**src/rtl/csr_unit.sv**
```systemverilog
// Machine-mode CSR file: CSRRW/RS/RC access, MIE/MPIE trap stack, timer interrupt
// gating, vectored mtvec and 64-bit mcycle/minstret counters. DATA_LEN must be 32 or 64.
module csr_unit #(
    parameter int                  DATA_LEN  = 32,
    parameter logic [DATA_LEN-1:0] MTVEC_RST = '0,
    parameter logic [DATA_LEN-1:0] HART_ID   = '0,
    parameter logic [31:0]         MISA_VAL  = 32'h4000_0100
) (
    input  logic                clk,
    input  logic                rst,
    input  logic                ren,
    input  logic                wen,
    input  logic [1:0]          op,
    input  logic [11:0]         addr,
    input  logic [DATA_LEN-1:0] wdata,
    input  logic [DATA_LEN-1:0] pc,
    input  logic                trap,
    input  logic [DATA_LEN-1:0] cause,
    input  logic                mret,
    input  logic                instret_inc,
    input  logic                timer_irq,
    output logic [DATA_LEN-1:0] rdata,
    output logic                illegal,
    output logic                irq_req,
    output logic [DATA_LEN-1:0] trap_target,
    output logic [DATA_LEN-1:0] mepc
);

    localparam logic [11:0] ADDR_MSTATUS   = 12'h300;
    localparam logic [11:0] ADDR_MISA      = 12'h301;
    localparam logic [11:0] ADDR_MIE       = 12'h304;
    localparam logic [11:0] ADDR_MTVEC     = 12'h305;
    localparam logic [11:0] ADDR_MSCRATCH  = 12'h340;
    localparam logic [11:0] ADDR_MEPC      = 12'h341;
    localparam logic [11:0] ADDR_MCAUSE    = 12'h342;
    localparam logic [11:0] ADDR_MIP       = 12'h344;
    localparam logic [11:0] ADDR_MCYCLE    = 12'hB00;
    localparam logic [11:0] ADDR_MINSTRET  = 12'hB02;
    localparam logic [11:0] ADDR_MCYCLEH   = 12'hB80;
    localparam logic [11:0] ADDR_MINSTRETH = 12'hB82;
    localparam logic [11:0] ADDR_MHARTID   = 12'hF14;

    localparam logic [DATA_LEN-1:0] ALIGN_MASK = {{(DATA_LEN-2){1'b1}}, 2'b00};

    logic                mie_bit;
    logic                mpie_bit;
    logic                mtie;
    logic [DATA_LEN-1:0] mtvec;
    logic [DATA_LEN-1:0] mscratch;
    logic [DATA_LEN-1:0] mepc_q;
    logic [DATA_LEN-1:0] mcause;
    logic [63:0]         mcycle;
    logic [63:0]         minstret;

    logic                impl;
    logic [DATA_LEN-1:0] csr_cur;
    logic [DATA_LEN-1:0] csr_new;
    logic [63:0]         new_ext;
    logic                csr_we;
    logic [63:0]         cycle_nxt;
    logic [63:0]         instret_nxt;
    logic [DATA_LEN-1:0] tvec_base;
    logic [DATA_LEN-1:0] tvec_off;

    always_comb begin
        impl    = 1'b1;
        csr_cur = '0;
        case (addr)
            ADDR_MSTATUS: begin
                csr_cur[12:11] = 2'b11;
                csr_cur[7]     = mpie_bit;
                csr_cur[3]     = mie_bit;
            end
            ADDR_MISA:     csr_cur = DATA_LEN'(MISA_VAL);
            ADDR_MIE:      csr_cur[7] = mtie;
            ADDR_MTVEC:    csr_cur = mtvec;
            ADDR_MSCRATCH: csr_cur = mscratch;
            ADDR_MEPC:     csr_cur = mepc_q;
            ADDR_MCAUSE:   csr_cur = mcause;
            ADDR_MIP:      csr_cur[7] = timer_irq;
            ADDR_MCYCLE:   csr_cur = mcycle[DATA_LEN-1:0];
            ADDR_MINSTRET: csr_cur = minstret[DATA_LEN-1:0];
            ADDR_MCYCLEH: begin
                if (DATA_LEN == 32) csr_cur = DATA_LEN'(mcycle[63:32]);
                else                impl    = 1'b0;
            end
            ADDR_MINSTRETH: begin
                if (DATA_LEN == 32) csr_cur = DATA_LEN'(minstret[63:32]);
                else                impl    = 1'b0;
            end
            ADDR_MHARTID:  csr_cur = HART_ID;
            default:       impl = 1'b0;
        endcase
    end

    assign illegal = (ren | wen) & (~impl | (wen & (addr[11:10] == 2'b11)));
    assign rdata   = (ren & ~illegal) ? csr_cur : '0;

    always_comb begin
        case (op)
            2'b01:   csr_new = wdata;
            2'b10:   csr_new = csr_cur | wdata;
            2'b11:   csr_new = csr_cur & ~wdata;
            default: csr_new = csr_cur;
        endcase
    end

    // Trap and mret own the cycle; a coincident CSR write is dropped.
    assign csr_we  = wen & ~illegal & (op != 2'b00) & ~trap & ~mret;
    assign new_ext = 64'(csr_new);

    // A counter write replaces one half and cancels that cycle's increment.
    always_comb begin
        cycle_nxt   = mcycle + 64'd1;
        instret_nxt = minstret + 64'(instret_inc);
        if (csr_we) begin
            case (addr)
                ADDR_MCYCLE:
                    cycle_nxt = (DATA_LEN == 64) ? new_ext : {mcycle[63:32], new_ext[31:0]};
                ADDR_MCYCLEH:
                    cycle_nxt = {new_ext[31:0], mcycle[31:0]};
                ADDR_MINSTRET:
                    instret_nxt = (DATA_LEN == 64) ? new_ext : {minstret[63:32], new_ext[31:0]};
                ADDR_MINSTRETH:
                    instret_nxt = {new_ext[31:0], minstret[31:0]};
                default: ;
            endcase
        end
    end

    always_ff @(posedge clk) begin
        if (rst) begin
            mie_bit  <= 1'b0;
            mpie_bit <= 1'b0;
            mtie     <= 1'b0;
            mtvec    <= MTVEC_RST;
            mscratch <= '0;
            mepc_q   <= '0;
            mcause   <= '0;
            mcycle   <= '0;
            minstret <= '0;
        end else begin
            mcycle   <= cycle_nxt;
            minstret <= instret_nxt;
            if (trap) begin
                mepc_q   <= pc & ALIGN_MASK;
                mcause   <= cause;
                mpie_bit <= mie_bit;
                mie_bit  <= 1'b0;
            end else if (mret) begin
                mie_bit  <= mpie_bit;
                mpie_bit <= 1'b1;
            end else if (csr_we) begin
                case (addr)
                    ADDR_MSTATUS: begin
                        mie_bit  <= csr_new[3];
                        mpie_bit <= csr_new[7];
                    end
                    ADDR_MIE:      mtie     <= csr_new[7];
                    ADDR_MTVEC:    mtvec    <= csr_new;
                    ADDR_MSCRATCH: mscratch <= csr_new;
                    ADDR_MEPC:     mepc_q   <= csr_new & ALIGN_MASK;
                    ADDR_MCAUSE:   mcause   <= csr_new;
                    default: ;
                endcase
            end
        end
    end

    // Vectored mode only applies to interrupts; exceptions always use the base.
    assign tvec_base   = mtvec & ALIGN_MASK;
    assign tvec_off    = {cause[DATA_LEN-3:0], 2'b00};
    assign trap_target = ((mtvec[1:0] == 2'b01) && cause[DATA_LEN-1]) ? tvec_base + tvec_off
                                                                       : tvec_base;

    assign irq_req = mie_bit & mtie & timer_irq;
    assign mepc    = mepc_q;

endmodule

```
**config.mk**
```make
export PLATFORM = sky130hd
export DESIGN_NAME = csr_unit
export DESIGN_NICKNAME = d
export VERILOG_FILES = /design/src/rtl/csr_unit.sv
export SDC_FILE = /design/constraint.sdc
export NUM_CORES = 1
export LEC_CHECK = 0
export ABC_AREA = 1
export BUFFER_PORTS_ARGS = -buffer_cell sky130_fd_sc_hd__buf_2
export CAP_MARGIN = 10
export CELL_PAD_IN_SITES_DETAIL_PLACEMENT = 0
export CELL_PAD_IN_SITES_GLOBAL_PLACEMENT = 2
export CORE_MARGIN = 4
export CORE_UTILIZATION = 34
export DETAILED_ROUTE_END_ITERATION = 10
export HOLD_SLACK_MARGIN = 0.08
export PLACE_DENSITY_LB_ADDON = 0.15
export SLEW_MARGIN = 10
export SYNTH_ARGS = -nofsm -noshare
export SYNTH_HDL_FRONTEND = slang
export SYNTH_SLANG_ARGS = --single-unit
```
**constraint.sdc**
```tcl
create_clock -name clk -period 3.85 [get_ports clk]
set_input_delay 0 -clock clk [delete_from_list [all_inputs] [get_ports clk]]
set_output_delay 0 -clock clk [all_outputs]
set_load 0.005 [all_outputs]
```
==> flow_summary.yaml <==
worst_setup_path:
  crit_family: "compound AO/OA/AOI/OAI gates"
  critical_path_class: "register to output port"
  cpMaxStageDelayCell: "sky130_fd_sc_hd__o21ai_0"
  cp.buffers_inverters: 2
  cp_cell_sequence: "ha_1, inv_1, fa_1, o21ai_0, a21boi_0, o21bai_1, a21oi_1, o21bai_1, nand2_1, nand2_1, nand2_1, nand3_1, nand2_1, buf_2"
  timing.critical_path.required_ps: 3850
  critPathMaxStageDelay_ps: 410
  critical_path.most_common_cell: "sky130_fd_sc_hd__nand2_1"
  cp.arrival_ps: 3590
  worst_setup_path_start_kind: "register"
  worstPathMaxFanout: 4
  cp-end-kind: "output port"
clocking:
  postCtsSetupRepairBufs: 0
  cts_inserted_buffers: 36
  clk-insertion-delay-late_ps: 590
  clock_tree_from_tritoncts: "yes"
  ctsHtreeMaxLevel: 2
  cts.reportedPaths.clkPinSlew_ps: 60
  cts.root.buffer_cell: "sky130_fd_sc_hd__clkbuf_16"
  cts_max_path_buffers: 3
  numClockSinks: 257
route:
  remaining_drc_errors: 0
  wirelength_um: 119000
  drt-pass1-iter-count: 5
  drtAntennaViolNets: 0
  wl_met3_um: 10700
  drt_first_iter_violations: 3094
  routed_met2_length_um: 53100
  highest_layer: "met5"
  vias_per_cell: 5.57
  average_wire_length_per_cell_after_detail_routing_um: 26.8
  detailroute.via_count: 24724
  detail_route.wirelength.met1_um: 48700
power_and_ir_drop:
  total_leakage_power_nw: 10.4
  pwr_density_cell_nw_per_um2: 298
  ir_worst_vdd_v: 0.000280
sta:
  fin_tns_setup_ps: 0
  unrepaired_setup_endpoints_after_global_routing: "false"
  fin_crit_ps: 3590
  fmaxAchievable_ghz: 0.278
  endpoints_failing_hold: 0
  finalMaxSlewViolations: 0
  max_slew.worst_pin.slew_ps: 1220
  timing.final.ws_setup_ps: 257
  fin_skew_ps: 41.6
  finalSetupViolCount: 0
  final.period_utilization_pct: 93.3
  slew_headroom_pct: 18.3
yosys:
  yosys_warnings: 0
  synth.largest_area_cell: "sky130_fd_sc_hd__dfxtp_1"
  synth_top_flop_cell: "sky130_fd_sc_hd__dfxtp_1"
  yosys_register_bits: 257
  synthTopCellsByArea: "sky130_fd_sc_hd__dfxtp_1, sky130_fd_sc_hd__nand2_1, sky130_fd_sc_hd__a21oi_1"
  synth.yosys.seq_area_share_pct: 26.1
  synth-edff-count: 0
  synth.top_cell.area_share_pct: 26.1
  synth.cell_area_um2: 19700
  syn-mean-instance-area_um2: 5.84
  post_synth_most_frequent_cells: "sky130_fd_sc_hd__nand2_1, sky130_fd_sc_hd__nor2_1, sky130_fd_sc_hd__inv_1"
  post_synth_num_cell_types: 48
  synth.most_common_cell: "sky130_fd_sc_hd__nand2_1"
  synth_async_sr_flop_share_pct: 0
  postSynthCellCount: 3383
global_routing:
  grt_use_total_pct: 36.5
  first_pass_grt_wire_length_um: 167000
  grt_start_max_net_pins: 111
  grt.overflow.total: 0
  grt_pass1_vias: 22748
  grt_antenna_before_repair: 4
final_layout:
  area_delta_synth_final_pct: 20.2
  layout_cells_excl_fill: 4436
  post_route_cell_area_um2: 23700
  final_util_pct: 41.2
  drive_above_1_share_pct: 10.8
  num-nets-final: 3796
floorplanning:
  initial_cell_density_of_the_core_pct: 34.3
  die-area_um2: 62000
  die_h_um: 249
  placementRows: 88
  io_pins: 216
  coreArea_um2: 57600
  floorplan.die.width_um: 249
placed_design:
  numPlacedInstances: 4286
  gpl.final_weighted_congestion: 0.974
  place.port_buffers: 209
  post-dp-hpwl_um: 92000
  placedInstanceArea_um2: 21700
  pre_cts_slack_ps: 610
flow_run:
  max_cap_viol_count: 0
status:
  outcome: "complete, no violations"
min_path:
  hold_class: "primary input to register"
==> metrics by stage <==
step,hold WS [ps],power (W)
2_1_floorplan,150,0.00316
3_5_place_dp,288,0.00355
6_report,149,0.00708
3_3_place_gp,282,0.00355
5_1_grt,152,0.00727
4_1_cts,124,0.00708
==> final timing paths <==
check	to	slack, ps	start	depth (start not counted)
worst max-delay path	trap_target[24]	260	mtvec[2]$_SDFFE_PP0P_	14
worst min-delay path	mscratch[7]$_SDFFE_PP0P_	150	timer_irq	7
worst max register to register	minstret[51]$_SDFFE_PP0P_	860	minstret[0]$_SDFFE_PP0P_	11
worst min register to register	mscratch[6]$_SDFFE_PP0P_	450	mscratch[6]$_SDFFE_PP0P_	2
==> cells in the final DEF (no fill, tap or decap), types with 6 or more instances in the layout <==
cell type / n
sky130_fd_sc_hd__dfxtp_1: 257
sky130_fd_sc_hd__nand2_1: 1037
sky130_fd_sc_hd__o22ai_1: 55
sky130_fd_sc_hd__clkbuf_1: 9
sky130_fd_sc_hd__nand4_1: 36
sky130_fd_sc_hd__nand3b_1: 9
sky130_fd_sc_hd__a21oi_1: 276
sky130_fd_sc_hd__buf_2: 208
sky130_fd_sc_hd__o21ai_0: 254
sky130_fd_sc_hd__o21ai_1: 14
sky130_fd_sc_hd__nand3_1: 176
sky130_fd_sc_hd__ha_1: 32
sky130_fd_sc_hd__nor3_1: 78
sky130_fd_sc_hd__buf_4: 75
sky130_fd_sc_hd__nor2_1: 359
sky130_fd_sc_hd__clkinv_2: 6
sky130_fd_sc_hd__or2_2: 13
sky130_fd_sc_hd__a31oi_1: 31
sky130_fd_sc_hd__inv_1: 353
sky130_fd_sc_hd__nor4_1: 10
sky130_fd_sc_hd__xor2_1: 124
sky130_fd_sc_hd__xnor2_1: 6
sky130_fd_sc_hd__clkbuf_16: 36
sky130_fd_sc_hd__nor2_4: 8
sky130_fd_sc_hd__inv_2: 18
sky130_fd_sc_hd__o211ai_1: 41
sky130_fd_sc_hd__dlygate4sd3_1: 86
==> state kept, by name, indices dropped and copies added (netlist names) <==
| name | count |
|---|---|
| mcycle | 64 |
| mtie | 1 |
| mcause | 32 |
| mtvec | 32 |
| mepc | 30 |
| mscratch | 32 |
| mie_bit | 1 |
| mpie_bit | 1 |
| minstret | 64 |
==> final cells by class <==
cell class | count | area (um2)
clock buffer | 50 | 1000
fill | 6416 | 33900
timing repair buffer | 369 | 2460
sequential | 257 | 5140
clock inverter | 13 | 179
tap | 765 | 957
inverter | 375 | 1410
antenna | 1 | 2.50
multi-input combinational | 2606 | 12600
==> power breakdown <==
group	internal (W)	switching (W)
registers	0.00271	0.0000483
logic	0.000265	0.000572
clock network	0.00203	0.00145
==> tightest hold or removal path, cell delays in order <==
cell	delay, ps
sky130_fd_sc_hd__buf_2	110
sky130_fd_sc_hd__nand3_1	80
sky130_fd_sc_hd__o21ai_0	80
sky130_fd_sc_hd__nor2_1	60
sky130_fd_sc_hd__nand3_1	80
sky130_fd_sc_hd__nand2_1	90
sky130_fd_sc_hd__a31oi_1	190
==> layer usage <==
metal | GRT usage (%) | vias to the layer above
met4 | 16.6 | 4
li1 | - | 11501
met3 | 7.18 | 233
met1 | 47.6 | 11677
met5 | 0 | -
met2 | 58.5 | 1309
==> kinds of logic after synthesis <==
| group | synth area share, % |
|---|---|
| flops | 26.1 |
| simple gates | 36.8 |
| fa+ha+maj | 2.13 |
| compound gates | 18.8 |
| xor+xnor | 5.77 |
| buf+inv | 10.4 |
| other cells | 0.0190 |
==> timing repair <==
| item | 4_1_cts | 5_1_grt |
|---|---|---|
| hold buffers | 86 | 0 |
| gates resized for setup | 0 | 0 |
| endpoints found under the hold margin | 101 | 0 |
Power figures use the tool's default switching activity.
